==> src/rtl/timer_counter_if.sv <==
// timer_counter_if
//   Word-addressed load/store bus between the system bridge and the timer.
//   The bridge (master) drives the address, write strobe, byte enables and
//   write data. The timer (slave) returns combinational read data and its
//   interrupt request.
//
//   addr    [1:0]  word offset: 0=CTRL, 1=PRESET, 2=COUNT, 3=unused
//   we             write strobe, asserted only when the timer is selected
//   byteen  [3:0]  per-byte write enable for wdata
//   wdata   [31:0] write data
//   rdata   [31:0] read data for the current addr
//   irq            interrupt request from the timer
interface timer_counter_if;
    logic [1:0]  addr;
    logic        we;
    logic [3:0]  byteen;
    logic [31:0] wdata;
    logic [31:0] rdata;
    logic        irq;

    modport master (
        output addr,
        output we,
        output byteen,
        output wdata,
        input  rdata,
        input  irq
    );

    modport slave (
        input  addr,
        input  we,
        input  byteen,
        input  wdata,
        output rdata,
        output irq
    );
endinterface

==> src/rtl/timer_counter.sv <==
// timer_counter
//   Memory-mapped programmable down-counter timer on the data-memory side of
//   the system bridge. Software programs PRESET and CTRL; the counter loads
//   PRESET, counts down to zero and raises an interrupt flag. One-shot mode
//   holds the flag until software writes CTRL or PRESET and clears EN.
//   Auto-reload mode produces a one-cycle flag pulse every PRESET+3 cycles.
//
//   clk    system clock, all state updates on the rising edge
//   reset  synchronous, active-high reset
//   bus    timer_counter_if.slave (addr, we, byteen, wdata, rdata, irq)
//
//   CTRL layout: [0] EN, [2:1] MODE (01 auto-reload, else one-shot),
//                [3] IM interrupt mask; upper bits read as zero.
module timer_counter #(
    parameter int COUNT_W = 32
) (
    input  logic            clk,
    input  logic            reset,
    timer_counter_if.slave  bus
);

    localparam logic [COUNT_W-1:0] COUNT_ONE = COUNT_W'(1);

    typedef enum logic [1:0] {
        ST_IDLE,
        ST_LOAD,
        ST_CNT,
        ST_INT
    } state_t;

    state_t               state;
    logic [3:0]           ctrl_q;
    logic [COUNT_W-1:0]   preset_q;
    logic [COUNT_W-1:0]   count_q;
    logic                 irq_flag;

    logic [3:0]           ctrl_wr;
    logic [31:0]          preset_cur;
    logic [31:0]          preset_merged;
    logic [COUNT_W-1:0]   preset_wr;
    logic                 auto_reload;
    logic                 wr_ctrl;
    logic                 wr_preset;

    // Byte-masked write values. CTRL only stores its low nibble, so only
    // byte lane 0 can change it. PRESET is merged at full bus width and then
    // truncated, which discards any bits above COUNT_W.
    always_comb begin
        ctrl_wr       = bus.byteen[0] ? bus.wdata[3:0] : ctrl_q;
        preset_cur    = 32'(preset_q);
        preset_merged = preset_cur;
        for (int i = 0; i < 4; i++) begin
            if (bus.byteen[i]) begin
                preset_merged[8*i +: 8] = bus.wdata[8*i +: 8];
            end
        end
        preset_wr = preset_merged[COUNT_W-1:0];
    end

    assign auto_reload = (ctrl_q[2:1] == 2'b01);
    assign wr_ctrl     = bus.we && (bus.addr == 2'd0);
    assign wr_preset   = bus.we && (bus.addr == 2'd1);

    // Counter FSM plus software register writes in one process. The software
    // write assignments come after the FSM case so that, on a shared edge, a
    // CTRL write overrides the one-shot EN clear and a CTRL/PRESET write's
    // flag clear overrides a flag set from the count expiring.
    always_ff @(posedge clk) begin
        if (reset) begin
            state    <= ST_IDLE;
            ctrl_q   <= '0;
            preset_q <= '0;
            count_q  <= '0;
            irq_flag <= 1'b0;
        end else begin
            case (state)
                ST_IDLE: begin
                    if (ctrl_q[0]) begin
                        state <= ST_LOAD;
                    end
                end
                ST_LOAD: begin
                    count_q <= preset_q;
                    state   <= ST_CNT;
                end
                ST_CNT: begin
                    if (!ctrl_q[0]) begin
                        state <= ST_IDLE;
                    end else if (count_q > COUNT_ONE) begin
                        count_q <= count_q - COUNT_ONE;
                    end else begin
                        // Clamping at <=1 makes PRESET=0 behave like PRESET=1
                        // and keeps the count from wrapping.
                        count_q  <= '0;
                        irq_flag <= 1'b1;
                        state    <= ST_INT;
                    end
                end
                ST_INT: begin
                    if (auto_reload) begin
                        irq_flag <= 1'b0;
                    end else begin
                        ctrl_q[0] <= 1'b0;
                    end
                    state <= ST_IDLE;
                end
                default: begin
                    state <= ST_IDLE;
                end
            endcase

            if (wr_ctrl) begin
                ctrl_q   <= ctrl_wr;
                irq_flag <= 1'b0;
            end
            if (wr_preset) begin
                preset_q <= preset_wr;
                irq_flag <= 1'b0;
            end
        end
    end

    // Read mux: side-effect free, registers zero-extended to the bus width.
    always_comb begin
        bus.rdata = '0;
        case (bus.addr)
            2'd0:    bus.rdata = {28'd0, ctrl_q};
            2'd1:    bus.rdata = 32'(preset_q);
            2'd2:    bus.rdata = 32'(count_q);
            default: bus.rdata = '0;
        endcase
    end

    assign bus.irq = irq_flag & ctrl_q[3];

endmodule
==> src/flat_wrapper.sv <==
// flat-port wrapper written by rule: the top's interface ports become plain ports
module timer_counter_flat 
#(
    parameter int COUNT_W = 32
)
  (clk, reset, bus_addr, bus_we, bus_byteen, bus_wdata, bus_rdata, bus_irq);
  timer_counter_if bus_i ();
  input  logic clk;
  input  logic reset;
  input wire logic [$bits(bus_i.addr)-1:0] bus_addr;
  input wire logic [$bits(bus_i.we)-1:0] bus_we;
  input wire logic [$bits(bus_i.byteen)-1:0] bus_byteen;
  input wire logic [$bits(bus_i.wdata)-1:0] bus_wdata;
  output wire logic [$bits(bus_i.rdata)-1:0] bus_rdata;
  output wire logic [$bits(bus_i.irq)-1:0] bus_irq;
  assign bus_i.addr = bus_addr;
  assign bus_i.we = bus_we;
  assign bus_i.byteen = bus_byteen;
  assign bus_i.wdata = bus_wdata;
  assign bus_rdata = bus_i.rdata;
  assign bus_irq = bus_i.irq;
  timer_counter #(.COUNT_W(COUNT_W)) u_core (.clk(clk), .reset(reset), .bus(bus_i));
endmodule
==> config.mk <==
export PLATFORM = sky130hd
export DESIGN_NAME = timer_counter_flat
export DESIGN_NICKNAME = d
export VERILOG_FILES = /design/src/rtl/timer_counter_if.sv /design/src/rtl/timer_counter.sv /design/src/flat_wrapper.sv
export SDC_FILE = /design/constraint.sdc
export NUM_CORES = 1
export LEC_CHECK = 0
export ABC_AREA = 1
export CORE_MARGIN = 2
export CORE_UTILIZATION = 40
export CTS_BUF_LIST = sky130_fd_sc_hd__clkbuf_4 sky130_fd_sc_hd__clkbuf_8
export CTS_CLUSTER_DIAMETER = 150
export DETAILED_ROUTE_END_ITERATION = 7
export GPL_ROUTABILITY_DRIVEN = 0
export GPL_TIMING_DRIVEN = 0
export PLACE_DENSITY = 0.69
export SETUP_SLACK_MARGIN = 0.4
export SLEW_MARGIN = 40
export SYNTH_ARGS = -nofsm -noshare
export SYNTH_HDL_FRONTEND = slang
export SYNTH_SLANG_ARGS = --single-unit
export TNS_END_PERCENT = 100
==> constraint.sdc <==
create_clock -name clk -period 3.5 [get_ports clk]
set_input_delay 0.525 -clock clk [delete_from_list [all_inputs] [get_ports clk]]
set_output_delay 0.525 -clock clk [all_outputs]
set_load 0.03 [all_outputs]
-- After elaboration in Yosys (flattened, before gate mapping)
Cells that the tools add are included.
- bitwise operators: 1
- multiplexer cells: 16
- add/sub/neg operators: 1
- eq/ne operators: 13
- $lt $le $gt $ge: 1
- reduce and logical (&&, ||, !) cells: 17
- operators by type and width (kind ; count):
    32-bit case mux with 3 select lines ; 1
    32-bit 2-to-1 mux ; 2
    32-bit case mux with 2 select lines ; 1
    32-bit by 1-bit greater-than comparator with 1-bit output (second input constant) ; 1
    32-bit by 1-bit subtractor with 32-bit output (second input constant) ; 1
    2-bit AND reduction ; 7
    2-bit case mux with 4 select lines ; 1
    1-bit 2-to-1 mux ; 7
    2-bit by 1-bit == test with 1-bit output (second input constant) ; 3
    2-bit == test (second input constant) ; 3
    2-bit 2-to-1 mux ; 3
    2-bit by 1-bit != test with 1-bit output (second input constant) ; 3
    2-bit != test (second input constant) ; 3
    2-bit nonzero test ; 3
    2-bit zero test ; 2
    4-bit AND reduction ; 1
    3-bit != test (second input constant) ; 1
    3-bit AND reduction ; 1
    3-bit OR reduction ; 1
    1-bit logical AND ; 2
    1-bit case mux with 2 select lines ; 1
    1-bit AND ; 1
- output and inout port bits: 33
- logic and storage cells: 58
- input port bits: 41
- flip-flop bits (word level): 71

-- Logic depth before layout (Yosys ltp)
Gate-level depths: netlist of the first run.
- word-level depth: 4
- mapped depth: 11
- gate-level depth less buffers: 11

-- Worst setup path after synthesis of the first run
Ideal clock, no wire load.
- kind: input to output
- start: input port bus_addr[1]
- end: output port bus_rdata[0]
- setup slack: 1.292 ns
- required time: 2.975 ns
- arrival: 1.683 ns
- stages: 5
- path buffers: 2
- cells stage by stage: inv_1 > or2_2 > clkbuf_1 > clkbuf_1 > o221ai_1
- word-level cells in the longest chain between the ends: 2
- elaborated cells on any way between the ends: 4
- those cells by class: eq/ne (2); mux (1); reduce/logical (1)
- ends and longest elaborated chain (what ; line ; source):
    start: declaration ; flat_wrapper.sv:10 ; input wire logic [$bits(bus_i.addr)-1:0] bus_addr;
    2-bit == test, or another cell as far along ; timer_counter.sv:126 ; case (bus.addr)
    32-bit case mux with 3 select lines (*) ; timer_counter.sv:126 ;
    end: declaration ; flat_wrapper.sv:14 ; output wire logic [$bits(bus_i.rdata)-1:0] bus_rdata;
Mark *: on every way between the ends. The rest lies on a longest branch, timed or not.

-- Final worst setup path of the first run
- start: input port bus_addr[1]
- end: output port bus_rdata[2]
The elaborated chain is that of the path after synthesis.

==> qor.txt, run 1 <==
==================================================================================================
DRC errors left                                                                                  0
Wire length on met3                                                                        1089 um
Highest achievable clock rate                                                            334.3 MHz
CP Data Required Time                                                                      2970 ps
Slew at the pin with the worst max-slew slack                                             756.3 ps
Antenna Violating Nets Remaining                                                                 0
H-tree levels                                                                                    3
Number of setup buffers added after CTS                                                          0
Worst rel slew slack                                                                        49.58%
Reg-to-Reg Start                                                                      u_core.count_q[0]$_SDFFE_PP0P_
Number of cell rows                                                                             36
Outcome                                                                               complete, no violations
Remaining Overflow, GRT                                                                          0
Max-cap violations                                                                               0
Gate family responsible for the most delay along the worst path                       buffers and inverters
TritonCTS clock tree                                                                         built
Mapped Area                                                                             4081 sq um
Per-cell routed wire length                                                               16.42 um
Final Hold Fails                                                                                 0
Seq cells post-synth                                                                            71
CTS Buf Count                                                                                    9
Wire length on met2                                                                        6225 um
Met1 WL                                                                                    5822 um
Top layer in use                                                                              met4
Net count of the finished layout                                                               736
Area of all placed cells without fillers                                                5190 sq um
Number of port buffers                                                                          73
Post-synthesis net count                                                                       652
Sequential cell area fraction in the yosys report                                           34.83%
Initial DRC count                                                                              262
Worst-Skew Late Latency                                                                     360 ps
Final setup violation count                                                                      0
Post-route minimum period                                                                  2991 ps
Cell leakage power                                                                        2.172 nW
Pin count of the biggest net entering global routing                                            13
Number of search-and-repair iterations in the first detailed-routing pass                        8
Clock transition time at the flip-flop clock pins of the worst setup and hold paths          80 ps
Avg Synthesized Cell Area                                                              6.702 sq um
Min-delay src                                                                         u_core.ctrl_q[3]$_SDFFE_PP0P_
Via count of the first global-routing pass                                                    4259
Cell-by-cell trace of the critical path                                               clkdlybuf4s50_1 > inv_1 > or2_2 > clkbuf_1 > clkbuf_2 > o221ai_1 > dlygate4sd2_1
Detailed-route vias per instance                                                             5.394
First-pass GRT wire length                                                                21460 um
Critical Path Start Type                                                                input port
Number of cells produced by synthesis                                                          609
Maximum vdd drop                                                                         0.1884 mV
Die width                                                                                 105.0 um
N_diodes                                                                                         0
Summed negative setup slack over all endpoints                                                0 ps
Combined buffer and inverter count along the critical path                                       5
Total cell area at the placement stage                                                  4979 sq um
Highest cell delay on the worst timing path                                                 500 ps
Power density over the cells                                                          404.9 nW/um^2
Share of layout cells above drive strength 1                                                9.169%
CP Max Fanout                                                                                   10
I/O Pins                                                                                        74
Detailed Route WL                                                                         13650 um
Setup repair after global routing missed its margin                                             no
Path category of the worst min-delay check                                                 reg2reg
Root buffer cell                                                                      sky130_fd_sc_hd__clkbuf_8
Kind of critical path                                                                       in2out
Area of the die                                                                        11030 sq um
Post-detail-place hpwl                                                                     9852 um
Starting density of the core                                                                41.56%
Max-slew violation count                                                                         0
Final worst-path cycle share                                                                85.46%
Distinct cell type count after synthesis                                                        31
Height of the chip                                                                        105.0 um
Crit path capture type                                                                 output port
Clock sink count                                                                                71
Crit path from                                                                         bus_addr[1]
WP data arrival                                                                            2470 ps
Total of warnings raised by yosys                                                                0
Placeable core region                                                                   9819 sq um
Max Buffers Root-to-Sink                                                                         2
GR Util All Layers                                                                          24.77%
Worst hold slack                                                                          473.9 ps
Post-Route Skew                                                                           11.37 ps
Initial antenna violation count                                                                  0
Cell type of the slowest stage on the worst timing path                               sky130_fd_sc_hd__clkdlybuf4s50_1
Via Count                                                                                     4482
Layout overhead on the synthesized area                                                     27.16%
==================================================================================================
-- stage by stage --
step | worst slack (ps) | total power [mW] | std cells | util, %
2_1_floorplan | 1292 | 1.144 | 609 | -
3_3_place_gp | 109.8 | 1.284 | 815 | 50.70
3_5_place_dp | 103.0 | 1.290 | 815 | 50.70
4_1_cts | 506.0 | 2.099 | 831 | 52.85
5_1_grt | 400.7 | 2.186 | 831 | 52.85
6_report | 508.8 | 2.102 | 831 | 52.85
-- worst paths after layout --
check                                                       end  slack [ps]  depth (start not counted)
worst max-delay path                               bus_rdata[2]         510                          7
worst min-delay path              u_core.ctrl_q[3]$_SDFFE_PP0P_         470                          2
worst max register to register  u_core.count_q[16]$_SDFFE_PP0P_        1580                         10
worst min register to register    u_core.ctrl_q[3]$_SDFFE_PP0P_         470                          2
-- cells in the final DEF, fill, tap and decap left out, types with 4 or more instances in the layout --
cell and n:
sky130_fd_sc_hd__o21ai_0 80, sky130_fd_sc_hd__o22ai_1 29, sky130_fd_sc_hd__nand4_1 4, sky130_fd_sc_hd__nor2_2 10, sky130_fd_sc_hd__clkbuf_1 17, sky130_fd_sc_hd__a21oi_2 8
sky130_fd_sc_hd__nand2_1 76, sky130_fd_sc_hd__clkbuf_8 10, sky130_fd_sc_hd__a21oi_1 89, sky130_fd_sc_hd__dlygate4sd2_1 29, sky130_fd_sc_hd__inv_1 81, sky130_fd_sc_hd__clkdlybuf4s50_1 43
sky130_fd_sc_hd__nor2_1 65, sky130_fd_sc_hd__nand3_1 19, sky130_fd_sc_hd__o221ai_1 4, sky130_fd_sc_hd__dfxtp_1 71, sky130_fd_sc_hd__xor2_1 15, sky130_fd_sc_hd__nand3_2 6
sky130_fd_sc_hd__buf_2 5, sky130_fd_sc_hd__nand2_2 5
-- registers in the layout (all words and copies together), names as in the netlist --
register and cells:
u_core.state 2, u_core.irq_flag 1, u_core.ctrl_q 4, u_core.count_q 32
u_core.preset_cur 32
-- logic make-up (layout without fill, tap and decap cells) --
kind of cell / Yosys count / after routing / share of synthesized area, %
compound gates: 215 / 215 / 28.85
xor+xnor: 15 / 15 / 3.219
fa+ha+maj: 2 / 2 / 0.6130
buf+inv: 112 / 201 / 10.82
flops: 71 / 71 / 34.83
simple gates: 194 / 194 / 21.67
-- metal layers --
layer | GRT usage (%) | vias to the layer above
li1 | - | 2192
met1 | 31.94 | 2040
met2 | 40.63 | 204
met3 | 3.868 | 46
met4 | 11.24 | 0
met5 | 0 | -
-- cell usage after synthesis --
| cell type | n | area, sq um |
|---|---|---|
| sky130_fd_sc_hd__buf_6 | 2 | 22.52 |
| sky130_fd_sc_hd__o221ai_1 | 4 | 35.03 |
| sky130_fd_sc_hd__o21ai_0 | 80 | 400.4 |
| sky130_fd_sc_hd__a21boi_4 | 1 | 18.77 |
| sky130_fd_sc_hd__buf_2 | 5 | 25.02 |
| sky130_fd_sc_hd__nor3_1 | 1 | 5.000 |
| sky130_fd_sc_hd__xor2_1 | 15 | 131.4 |
| sky130_fd_sc_hd__a21oi_1 | 89 | 445.4 |
| sky130_fd_sc_hd__dfxtp_1 | 71 | 1421 |
| sky130_fd_sc_hd__inv_1 | 81 | 304.0 |
| sky130_fd_sc_hd__nand4_1 | 4 | 25.02 |
| sky130_fd_sc_hd__a21boi_2 | 1 | 11.26 |
| sky130_fd_sc_hd__clkbuf_1 | 20 | 75.07 |
| sky130_fd_sc_hd__nor2_2 | 10 | 62.56 |
| sky130_fd_sc_hd__o22ai_1 | 29 | 181.4 |
| sky130_fd_sc_hd__nand3_2 | 6 | 60.06 |
| sky130_fd_sc_hd__nor2_4 | 2 | 22.52 |
| sky130_fd_sc_hd__o21ai_1 | 3 | 15.01 |
| sky130_fd_sc_hd__nand3_1 | 19 | 95.09 |
| sky130_fd_sc_hd__nor3_4 | 1 | 16.27 |
| sky130_fd_sc_hd__a21oi_2 | 8 | 70.07 |
| sky130_fd_sc_hd__and2_1 | 1 | 6.260 |
| sky130_fd_sc_hd__nor2_1 | 65 | 244.0 |
| sky130_fd_sc_hd__nand3b_1 | 1 | 7.510 |
| sky130_fd_sc_hd__nand2_1 | 76 | 285.3 |
| sky130_fd_sc_hd__nand2_2 | 5 | 31.28 |
| sky130_fd_sc_hd__inv_2 | 1 | 3.750 |
| sky130_fd_sc_hd__ha_1 | 2 | 25.02 |
| sky130_fd_sc_hd__nand2_4 | 1 | 11.26 |
| sky130_fd_sc_hd__or2_2 | 2 | 12.51 |
| sky130_fd_sc_hd__buf_1 | 3 | 11.26 |
-- worst reg2reg max path, cell delays in order (launching register included) --
cell and delay [ps]:
sky130_fd_sc_hd__dfxtp_1 360, sky130_fd_sc_hd__inv_1 110, sky130_fd_sc_hd__ha_1 280, sky130_fd_sc_hd__nand2_4 110, sky130_fd_sc_hd__nand2_1 60, sky130_fd_sc_hd__nand2_1 80, sky130_fd_sc_hd__nor2_2 60, sky130_fd_sc_hd__a21boi_4 340
sky130_fd_sc_hd__buf_6 240, sky130_fd_sc_hd__nand2_1 90, sky130_fd_sc_hd__a21oi_2 140
-- power breakdown --
| group | internal [mW] | leakage [nW] | total [mW] | switching [mW] |
|---|---|---|---|---|
| logic | 0.155 | 1.47 | 0.426 | 0.271 |
| registers | 0.832 | 0.576 | 0.853 | 0.0212 |
| clock network | 0.490 | 0.122 | 0.823 | 0.332 |
| total | 1.48 | 2.17 | 2.10 | 0.625 |
-- final cells by class --
type	instances	area, sq um
fill	1006	4629
multi-input combinational	426	2218
sequential	71	1421
timing repair buffer	73	693.2
inverter	82	307.8
tap	133	166.4
clock buffer	10	137.6
buffer	30	137.6
clock inverter	6	107.6
-- repair_timing --
| item | 4_1_cts | 5_1_grt |
|---|---|---|
| resized for setup | 33 | 2 |
| hold buffers | 0 | 0 |
| endpoints found under the setup margin | 30 | 1 |
Power figures use the tool's default switching activity.
==> run 2, diff against run 1 <==
Settings changed: REMOVE_ABC_BUFFERS from default to 1.
Clock period 3.5 ns to 3.17 ns, I/O delays scaled along.
==> run 2 against run 1 <==
Net effect: critical endpoint is now bus_rdata[28]; critical path depth shrank 2; cell area shrank 1.5%; power grew 5.2%; setup slack gained 75 ps; via count shrank 4.6%; critical path type unchanged; first-iteration DRC count shrank 7.6%; core utilization shrank 0.80 points; routed wire length shrank 16%; global-route usage shrank 3.7 points; clock skew shrank 1.3 ps; die area is the same; highest routed layer unchanged; cell count shrank 3.4%.
==> qor.txt, run 2 (synthesis results as in run 1) <==
==================================================================================================
CP Data Required Time                                                                      2690 ps   -280 ps
WP data arrival                                                                            2110 ps   -360 ps
Worst-Skew Late Latency                                                                     350 ps   about the same
First-pass GRT wire length                                                                19140 um   -11%
Initial DRC count                                                                              242   -7.6%
Via count of the first global-routing pass                                                    4158   -2.4%
Area of all placed cells without fillers                                                5111 sq um   -1.5%
Area of the die                                                                        11030 sq um   unchanged
Cell leakage power                                                                        2.178 nW   +0.30%
I/O Pins                                                                                        74   unchanged
Die width                                                                                 105.0 um   unchanged
Post-route minimum period                                                                  2586 ps
Via Count                                                                                     4275   -4.6%
Antenna Violating Nets Remaining                                                                 0   unchanged
Height of the chip                                                                        105.0 um   unchanged
Max Buffers Root-to-Sink                                                                         2   unchanged
Layout overhead on the synthesized area                                                     25.23%
CTS Buf Count                                                                                    9   unchanged
Pin count of the biggest net entering global routing                                            42   +29
Number of cell rows                                                                             36   unchanged
Most frequent standard cell in the layout excluding fill and tap cells                sky130_fd_sc_hd__a21oi_1
Final setup violation count                                                                      0   unchanged
Final Hold Fails                                                                                 0   unchanged
TritonCTS clock tree                                                                         built
Critical Path Start Type                                                                input port
Net count of the finished layout                                                               709   -3.7%
Min-delay src                                                                         u_core.preset_cur[18]$_SDFFE_PP0P_
Per-cell routed wire length                                                               14.35 um   -13%
Final worst-path cycle share                                                                81.58%
Outcome                                                                               complete, no violations
Detailed-route vias per instance                                                             5.324   -1.3%
Placeable core region                                                                   9819 sq um   unchanged
Path category of the worst min-delay check                                                 reg2reg
Root buffer cell                                                                      sky130_fd_sc_hd__clkbuf_8
Dpl cells                                                                                      787   -3.4%
Detailed Route WL                                                                         11530 um   -16%
Clock sink count                                                                                71   unchanged
Maximum vdd drop                                                                         0.2509 mV   +33%
Number of port buffers                                                                          73   unchanged
Crit path from                                                                         bus_addr[1]
Slew at the pin with the worst max-slew slack                                             737.1 ps   -19.20 ps
Number of cells in the finished layout apart from fillers                                      803   -3.4%
Max-cap violations                                                                               0   unchanged
Initial antenna violation count                                                                  0   unchanged
Share of layout cells above drive strength 1                                                8.806%   -0.36 points
Post-detail-place hpwl                                                                     8005 um   -19%
Number of fill cells in the layout                                                            1003   -0.30%
Number of search-and-repair iterations in the first detailed-routing pass                        5   -3
Power density over the cells                                                          432.7 nW/um^2   +6.9%
Max-slew violation count                                                                         0   unchanged
H-tree levels                                                                                    3   unchanged
Top library cells by usage in the layout, fill and taps aside                         sky130_fd_sc_hd__a21oi_1 (89), sky130_fd_sc_hd__inv_1 (80), sky130_fd_sc_hd__o21ai_0 (80), sky130_fd_sc_hd__nand2_1 (75), sky130_fd_sc_hd__dfxtp_1 (70)
Reg-to-Reg Start                                                                      u_core.state[0]$_SDFFE_PP0P_
N_diodes                                                                                         0   unchanged
Kind of critical path                                                                       in2out
Total cell area at the placement stage                                                  4893 sq um   -1.7%
DRC errors left                                                                                  0   unchanged
Remaining Overflow, GRT                                                                          0   unchanged
Post-Route Skew                                                                           10.06 ps   -1.309 ps
Crit path capture type                                                                 output port
GR Util All Layers                                                                          21.03%   -3.7 points
CP Max Fanout                                                                                   32   +22
Clock transition time at the flip-flop clock pins of the worst setup and hold paths          70 ps   about the same
Worst rel slew slack                                                                        50.86%   +1.3 points
Highest achievable clock rate                                                            386.7 MHz
CTS hold repair buffers                                                                          0   unchanged
Starting density of the core                                                                41.56%   unchanged
Setup repair after global routing missed its margin                                             no
==================================================================================================
[run 2: final timing paths]
path	slack, ps	to	cells past startpoint
min reg2reg	470	u_core.preset_cur[18]$_SDFFE_PP0P_	2
max reg2reg	860	u_core.count_q[16]$_SDFFE_PP0P_	6
min	470	u_core.preset_cur[18]$_SDFFE_PP0P_	2
max	580	bus_rdata[28]	5
[run 2: cell type report]
cell class,instances,area (sq um),area share [%]
clock buffer,11,145.1,2.840
inverter,82,310.3,6.071
multi-input combinational,426,2236,43.75
sequential,71,1423,27.83
timing repair buffer,76,760.7,14.88
clock inverter,4,70.07,1.371
tap,133,166.4,3.256
[run 2: critical path: stages]
cell and delay, ps:
sky130_fd_sc_hd__clkdlybuf4s50_1 490, sky130_fd_sc_hd__inv_1 80, sky130_fd_sc_hd__or2_4 390, sky130_fd_sc_hd__o22ai_1 230, sky130_fd_sc_hd__dlygate4sd2_1 430
[run 2: routing by layer]
metal / global-route usage, % / vias to the layer above / share of wire (%)
met5: 0 / - / 0
met4: 6.095 / 0 / 0.95
met3: 4.554 / 10 / 5.3
met2: 36.36 / 132 / 48
met1: 26.17 / 1999 / 46
li1: - / 2134 / -
[run 2: metrics by stage]
step / hold slack, ps / setup TNS (ps) / setup slack, ps / total power [mW] / util, %
after global routing: 484.8 / 0 / 453.4 / 2.308 / 52.05
after CTS: 474.2 / 0 / 400.1 / 2.211 / 51.72
final: 473.8 / 0 / 583.8 / 2.211 / 52.05
after global placement: 451.0 / -22560 / -430.5 / 1.396 / 49.34
after floorplan: 438.7 / 0 / 720.5 / 1.255 / -
after detailed placement: 460.8 / 0 / 97.69 / 1.407 / 49.83
[run 2: report_power, final]
group          switching (mW)  internal (mW)  total, mW
logic                   0.276          0.169      0.445
clock network           0.355          0.467      0.822
registers              0.0257          0.918      0.944
[run 2: what timing repair did]
| item | 4_1_cts | 5_1_grt |
|---|---|---|
| endpoints found under the hold margin | 0 | 0 |
| buffers inserted | 0 | 0 |
| endpoints found under the setup margin | 32 | 2 |
| resized for setup | 32 | 2 |
==> run 3, diff against run 2 <==
Clock period 3.17 ns to 2.7 ns, I/O delays scaled along.
==> run 3 against run 2 <==
Net effect: die area did not move; cell count rose by 0.25%; global-route usage barely moved; cell area rose by 1.7%; clock power rose by 17%; sequential share of layout area fell by 0.41 points; critical path depth did not move; routed wire length rose by 4.6%; combinational power rose by 21%; sequential power rose by 18%.
==> qor.txt, run 3 (synthesis results as in run 1) <==
==================================================================================================
Remaining Overflow, GRT                                                                          0   unchanged
Area of all placed cells without fillers                                                5197 sq um   +1.7%
CP Data Required Time                                                                      2300 ps   -390 ps
Path category of the worst min-delay check                                                 reg2reg
Worst-Skew Late Latency                                                                     350 ps   about the same
Initial DRC count                                                                              304   +26%
Area of the die                                                                        11030 sq um   unchanged
CP Max Fanout                                                                                    8   -75%
Final Hold Fails                                                                                 0   unchanged
I/O Pins                                                                                        74   unchanged
CTS Buf Count                                                                                    9   unchanged
Final worst-path cycle share                                                                87.45%
Starting density of the core                                                                41.56%   unchanged
Combined buffer and inverter count along the critical path                                       3   unchanged
Height of the chip                                                                        105.0 um   unchanged
Detailed-route vias per instance                                                             5.400   +1.4%
Met2 routing resource usage after global routing                                            36.41%   +0.046 points
Reg-to-Reg Start                                                                      u_core.state[0]$_SDFFE_PP0P_
Antenna Violating Nets Remaining                                                                 0   unchanged
Post-route minimum period                                                                  2361 ps
Post-detail-place hpwl                                                                     8005 um   unchanged
Gate family responsible for the most delay along the worst path                       buffers and inverters
Dpl cells                                                                                      787   unchanged
Max-cap violations                                                                               0   unchanged
Number of search-and-repair iterations in the first detailed-routing pass                        5   unchanged
Slew at the pin with the worst max-slew slack                                             543.0 ps   -194.1 ps
First-pass GRT wire length                                                                19180 um   +0.22%
Maximum vdd drop                                                                         0.2936 mV   +17%
Clock transition time at the flip-flop clock pins of the worst setup and hold paths          80 ps   about the same
Net count of the finished layout                                                               711   +0.28%
Via count of the first global-routing pass                                                    4176   +0.43%
Top library cells by usage in the layout, fill and taps aside                         sky130_fd_sc_hd__a21oi_1 (89), sky130_fd_sc_hd__o21ai_0 (80), sky130_fd_sc_hd__inv_1 (79), sky130_fd_sc_hd__nand2_1 (74), sky130_fd_sc_hd__dfxtp_1 (70)
DRC errors left                                                                                  0   unchanged
Die width                                                                                 105.0 um   unchanged
Routing usage on met1                                                                       26.21%   +0.038 points
TritonCTS clock tree                                                                         built
Layout overhead on the synthesized area                                                     27.35%
Outcome                                                                               complete, no violations
Number of cell rows                                                                             36   unchanged
WP data arrival                                                                            1960 ps   -150 ps
Cell leakage power                                                                        2.032 nW   -6.7%
Root buffer cell                                                                      sky130_fd_sc_hd__clkbuf_8
Number of setup buffers added after CTS                                                          0   unchanged
Number of cells in the finished layout apart from fillers                                      805   +0.25%
Setup repair after global routing missed its margin                                            yes
Flop2flop setup slack                                                                       600 ps   -260 ps
Final setup violation count                                                                      0   unchanged
Highest cell delay on the worst timing path                                                 500 ps   about the same
Cell type of the slowest stage on the worst timing path                               sky130_fd_sc_hd__clkdlybuf4s50_1
Setup WS post-layout                                                                      339.0 ps   -244.9 ps
Length in cells of the worst reg-to-reg path                                                     6   unchanged
Initial antenna violation count                                                                  0   unchanged
Per-cell routed wire length                                                               14.98 um   +4.4%
Post-Route Skew                                                                           9.424 ps   -0.6401 ps
Max-slew violation count                                                                         0   unchanged
Number of port buffers                                                                          73   unchanged
Power density over the cells                                                          502.0 nW/um^2   +16%
H-tree levels                                                                                    3   unchanged
Total cell area at the placement stage                                                  4893 sq um   unchanged
Endpoint of the most critical register-to-register path                               u_core.count_q[16]$_SDFFE_PP0P_
GR Util All Layers                                                                          21.05%   +0.026 points
Critical Path Start Type                                                                input port
Highest achievable clock rate                                                            423.5 MHz
Detailed Route WL                                                                         12060 um   +4.6%
Clock sink count                                                                                71   unchanged
Via Count                                                                                     4347   +1.7%
Max Buffers Root-to-Sink                                                                         2   unchanged
Kind of critical path                                                                       in2out
Min-delay src                                                                         u_core.preset_cur[6]$_SDFFE_PP0P_
Pre-CTS WS                                                                               -231.3 ps   -329.0 ps
Worst rel slew slack                                                                        63.74%   +13 points
Pin count of the biggest net entering global routing                                            42   unchanged
Most frequent standard cell in the layout excluding fill and tap cells                sky130_fd_sc_hd__a21oi_1
WHS Endpoint                                                                          u_core.preset_cur[6]$_SDFFE_PP0P_
Summed negative setup slack over all endpoints                                                0 ps   unchanged
Crit path capture type                                                                 output port
Share of layout cells above drive strength 1                                                14.43%   +5.6 points
Met3 usage in global routing                                                                4.554%   unchanged
Peak-usage layer in the global routing report                                                 met2
Placeable core region                                                                   9819 sq um   unchanged
Cell-by-cell trace of the critical path                                               clkdlybuf4s50_1 > inv_2 > or2_2 > o22ai_1 > clkdlybuf4s15_2
Number of instances on the worst hold path                                                       2   unchanged
N_diodes                                                                                         0   unchanged
==================================================================================================
==> run 3: per-stage QoR <==
stage,utilization [%],hold slack (ps),power (mW)
3_5_place_dp,49.83,460.8,1.652
6_report,52.93,473.5,2.609
5_1_grt,52.93,484.8,2.722
2_1_floorplan,-,438.7,1.474
3_3_place_gp,49.34,451.0,1.639
4_1_cts,52.51,474.2,2.600
==> run 3: how the worst max path moves through the flow <==
stage,startpoint,endpoint,cells past startpoint
6_report,bus_addr[1],bus_rdata[12],5
2_1_floorplan,u_core.state[0]$_SDFFE_PP0P_,u_core.count_q[16]$_SDFFE_PP0P_,5
4_1_cts,bus_addr[1],bus_rdata[28],5
5_1_grt,bus_addr[1],bus_rdata[1],5
3_5_place_dp,bus_addr[1],bus_rdata[28],5
3_3_place_gp,u_core.state[0]$_SDFFE_PP0P_,u_core.count_q[29]$_SDFFE_PP0P_,5
==> run 3: timing repair <==
item / in CTS / in global routing
pin swaps: 0 / 1
setup endpoints to repair: 64 / 96
hold buffers: 0 / 0
resized for setup: 102 / 17
cloned: 0 / 2
==> run 3: layout make-up <==
cell class | count | area, sq um
fillers | 979 | 4622
multi-input cells | 428 | 2271
flip-flops and latches | 71 | 1425
repair buffers | 76 | 809.5
inverters | 82 | 310.3
well taps | 133 | 166.4
clock buffers | 11 | 145.1
clock inverters | 4 | 70.07
==> run 3: per-layer routing <==
metal,share of wire (%),wire length (um)
met1,45,5458
met2,47,5698
met3,6.5,787
met4,0.96,116
met5,0,0
==> run 3: power breakdown <==
group	switching, mW	leakage [nW]	total [mW]	internal, mW
Combinational	0.334	1.34	0.538	0.204
Clock	0.415	0.113	0.963	0.548
Sequential	0.0302	0.576	1.11	1.08
==> run 3: tightest hold or removal path: stages, from the launching register on <==
cell and delay (ps):
sky130_fd_sc_hd__dfxtp_1 320, sky130_fd_sc_hd__inv_1 60, sky130_fd_sc_hd__a21oi_1 50
